## src/rtl/fifo_ctrl.sv

```systemverilog
// FIFO pointer/flag controller for an external 2^ADDR_W-entry store; status is combinational from registered pointers, errors registered.
// No backpressure: writes while full and reads while empty are dropped and flagged; FIFO_CTRL_ERR_STICKY_EN makes error flags sticky.
module fifo_ctrl #(
    parameter int ADDR_W    = 4,
    parameter int THRESHOLD = 8
) (
    input  logic              clk,
    input  logic              rst_n,
    input  logic              wr,
    input  logic              rd,
    input  logic              clr_err,
    output logic              fifo_we,
    output logic              fifo_rd,
    output logic [ADDR_W:0]   wptr,
    output logic [ADDR_W:0]   rptr,
    output logic [ADDR_W:0]   fill_level,
    output logic              fifo_full,
    output logic              fifo_empty,
    output logic              fifo_threshold,
    output logic              fifo_overflow,
    output logic              fifo_underflow
);

    localparam logic [ADDR_W:0] THR_LVL = (ADDR_W + 1)'(THRESHOLD);
    localparam logic [ADDR_W:0] PTR_INC = {{ADDR_W{1'b0}}, 1'b1};

    logic ovf_evt;
    logic unf_evt;

    // Extra wrap bit distinguishes full from empty when the address bits match.
    assign fifo_empty     = (wptr == rptr);
    assign fifo_full      = (wptr[ADDR_W] != rptr[ADDR_W]) &&
                            (wptr[ADDR_W-1:0] == rptr[ADDR_W-1:0]);
    assign fill_level     = wptr - rptr;
    assign fifo_threshold = (fill_level >= THR_LVL);

    assign fifo_we = wr & ~fifo_full;
    assign fifo_rd = rd & ~fifo_empty;
    assign ovf_evt = wr & fifo_full;
    assign unf_evt = rd & fifo_empty;

    always_ff @(posedge clk or negedge rst_n) begin
        if (!rst_n) begin
            wptr <= '0;
            rptr <= '0;
        end else begin
            if (fifo_we) wptr <= wptr + PTR_INC;
            if (fifo_rd) rptr <= rptr + PTR_INC;
        end
    end

`ifdef FIFO_CTRL_ERR_STICKY_EN
    // A new event outranks a simultaneous clear.
    always_ff @(posedge clk or negedge rst_n) begin
        if (!rst_n) begin
            fifo_overflow  <= 1'b0;
            fifo_underflow <= 1'b0;
        end else begin
            if (ovf_evt)      fifo_overflow <= 1'b1;
            else if (clr_err) fifo_overflow <= 1'b0;
            if (unf_evt)      fifo_underflow <= 1'b1;
            else if (clr_err) fifo_underflow <= 1'b0;
        end
    end
`else
    logic unused_clr_err;
    assign unused_clr_err = clr_err;

    always_ff @(posedge clk or negedge rst_n) begin
        if (!rst_n) begin
            fifo_overflow  <= 1'b0;
            fifo_underflow <= 1'b0;
        end else begin
            fifo_overflow  <= ovf_evt;
            fifo_underflow <= unf_evt;
        end
    end
`endif

endmodule

```

## config.mk

```make
export PLATFORM = sky130hd
export DESIGN_NAME = fifo_ctrl
export DESIGN_NICKNAME = d
export VERILOG_FILES = /design/src/rtl/fifo_ctrl.sv
export SDC_FILE = /design/constraint.sdc
export NUM_CORES = 1
export LEC_CHECK = 0
export ABC_AREA = 1
export BUFFER_PORTS_ARGS = -buffer_cell sky130_fd_sc_hd__clkbuf_2
export CAP_MARGIN = 20
export CORE_UTILIZATION = 40
export CTS_CLUSTER_DIAMETER = 80
export DETAILED_ROUTE_END_ITERATION = 8
export GPL_TIMING_DRIVEN = 1
export PLACE_DENSITY = 0.67
export SLEW_MARGIN = 10
export SYNTH_ARGS = -nofsm -noshare
export SYNTH_HDL_FRONTEND = slang
export SYNTH_SLANG_ARGS = --single-unit
```

## constraint.sdc

```tcl
create_clock -name clk -period 1.94 [get_ports clk]
set_clock_uncertainty 0.1 [all_clocks]
set_input_delay 0.097 -clock clk [delete_from_list [all_inputs] [get_ports clk]]
set_output_delay 0.097 -clock clk [all_outputs]
set_load 0.05 [all_outputs]
```

==> flow_summary.ini <==
[clock_network]
clock_sinks = 12
path_clk_slew_ps = 90
insertion_delay_ps = 280
clk_path_buf_depth = 2
htree_levels = 1
cts_root_buf = clkbuf_4
cts_tree = yes
cts_buffers = 3

[floorplan]
dieArea_um2 = 2319
core-area_um2 = 1982
rows = 16
die_w_um = 48.16
start_util_pct = 42.99
pin_count = 27
fp.dieH_um = 48.16

[sta]
setup_ws_ps = -155.1
worst_pin_slew_ps = 321.9
hold_viol = 0
slew_viol_final = 0
period_needed_ps = 2095
fmax_mhz = 477.3
rsz0062_at_grt = yes
fin_crit_sh_pct = 108.0
final-setup-viol-count = 3
fin_setup_tns_ps = -340.2
relSlewSlack_pct = 78.54

[global_routing]
first_global_vias = 714
overflow = 0
grt_pass1_wl_um = 3070
antenna_found_initial = 0
grt_max_degree = 13
grt_usage_pct = 19.00

[placement]
place_congestion = 0.7159
port_buffers = 25
place_hpwl_um = 1411

[yosys]
synth.area.top_cells = dfrtp_1 (35%), nand2_1 (19%), ha_1 (8.8%)
yosys.area.top_type = dfrtp_1
synth-async-reset-ratio_pct = 100.0
synth.net_count = 128
yosysWarnings = 0
synth_area_um2 = 852.1
synth.most_common_cell = nand2_1
ys.flop_type = dfrtp_1
yosysSeqAreaShare_pct = 35.24
ys_types = 14
synth_area_per_cell_um2 = 7.345
synth_top_cell_area_share_pct = 35.24
synthCells = 116
synth_seq_cells = 12
synth_edf_count = 0
synth_common_cells = nand2_1 (43), inv_1 (18), nand3_1 (14), dfrtp_1 (12)

[hold_path]
hold_end = fifo_underflow
hold_depth = 3
min_path_type = input pin to flop
holdCritStartpoint = rd

[routing]
drt_first_pass_iters = 4
finalWirelength_um = 2107
routed-via-count = 875
routedWlPerCell_um = 11.27
drt_iter0_drc = 8
avgViaCountPerCell = 4.679
drc = 0
ant_nets = 0

[layout]
final_util_pct = 65.66
antenna_cells = 0
nets = 173
drive_above_1_share_pct = 44.38
area_growth_pct = 52.72

[critical_path]
path_class = flop to output port
path_buf_inv = 4
startpoint_type = flop
ff2ff_setup_slack_ps = 370
cpMostUsedCell = nand2_1
critPathCaptureType = output port
crit_chain = inv_2 > ha_4 > inv_4 > fa_2 > nand2_1 > nand2_1 > nand2_1 > nand2_1 > nand2_2 > clkinvlp_4 > clkbuf_16
crit_family = adder cells
r2r_cells = 7
worstReg2RegEnd = rptr[0]
cp_data_arrival_time_ps = 1900
cp_max_fo = 2
required_ps = 1740
critPathMaxStageDelay_ps = 420
rr_startpoint = wptr[3]
crit_slowest_cell = dfrtp_2

[status]
failed_checks = negative setup slack
status = complete, but fails checks

[run]
max_cap_viol_count = 0
routing by layer:
layer  track usage [%]  vias to the layer above  wire (um)
met4             6.667                        0         25
met5                 0                        -          0
li1                  -                      447          -
met1             25.98                      405        928
met3             2.222                        4         43
met2             30.93                       19       1111
cell usage in the layout (no fill, tap or decap):
master,netlist,layout
nand4_1,2,2
nand3b_1,2,2
nand2_4,4,4
ha_4,0,3
clkbuf_1,0,1
nand3_1,14,14
clkbuf_2,0,16
dfrtp_1,12,5
inv_1,18,13
dlygate4sd3_1,0,1
clkinvlp_4,0,1
buf_2,0,1
or2_2,1,1
clkbuf_16,0,1
buf_4,0,14
ha_1,6,3
xor2_1,3,2
inv_4,0,1
buf_6,0,2
nor2_1,6,6
nand2_1,43,40
fa_2,0,1
inv_2,0,3
xor2_4,0,1
buf_8,0,3
nor2_4,1,1
nand2_2,3,6
clkbuf_4,0,5
dfrtp_2,0,7
worst max path at each step:
stage,start,to,cells after the start
CTS,wptr[0],fill_level[4],11
finish,wptr[0],fill_level[4],11
global route,wptr[0],fill_level[4],11
detailed placement,wptr[0],fill_level[4],11
floorplan,rptr[2],fill_level[3],6
global placement,wptr[0],fifo_threshold,10
per-stage QoR:
step,instance area (um^2),setup slack [ps],hold WS [ps],cells
4_1_cts,1227,-138.1,25.40,181
3_3_place_gp,1066,105.3,-93.43,172
2_1_floorplan,877.1,15.02,-298.6,116
5_1_grt,1301,-241.2,60.78,187
3_5_place_dp,1066,90.21,-90.26,172
6_report,1301,-155.1,36.57,187
registers in the layout (all words and copies together), names as in the netlist:
| signal | cells |
|---|---|
| rptr | 5 |
| fifo_overflow | 1 |
| fifo_underflow | 1 |
| wptr | 5 |
final cells by class:
class / count / area [um^2]
clock buffer: 4 / 26.28
fill: 166 / 680.7
inverter: 18 / 73.82
multi-input combinational: 86 / 550.5
sequential: 12 / 309.0
tap: 27 / 33.78
timing repair buffer: 40 / 307.8
cell families (layout without fill, tap and decap cells):
group	after synthesis	in the layout	share of synthesized area (%)
simple gates	76	76	42.58
xor+xnor	3	3	3.084
fa+ha+maj	7	7	11.16
buf+inv	18	62	7.929
flops	12	12	35.24
what timing repair did:
| action | CTS | global route |
|---|---|---|
| setup endpoints to repair | 9 | 9 |
| hold buffers | 1 | 0 |
| endpoints found under the hold margin | 12 | 0 |
| pin swaps | 6 | 8 |
| setup buffers | 4 | 7 |
| resized for setup | 21 | 17 |
tightest hold or removal path, cell delays in order:
cell and delay [ps]:
clkbuf_2 150, inv_1 90, nor2_1 50
Power is left out: the tool's default activity adds up to more than one toggle a clock period on the data nets, which glitch-free logic cannot reach.
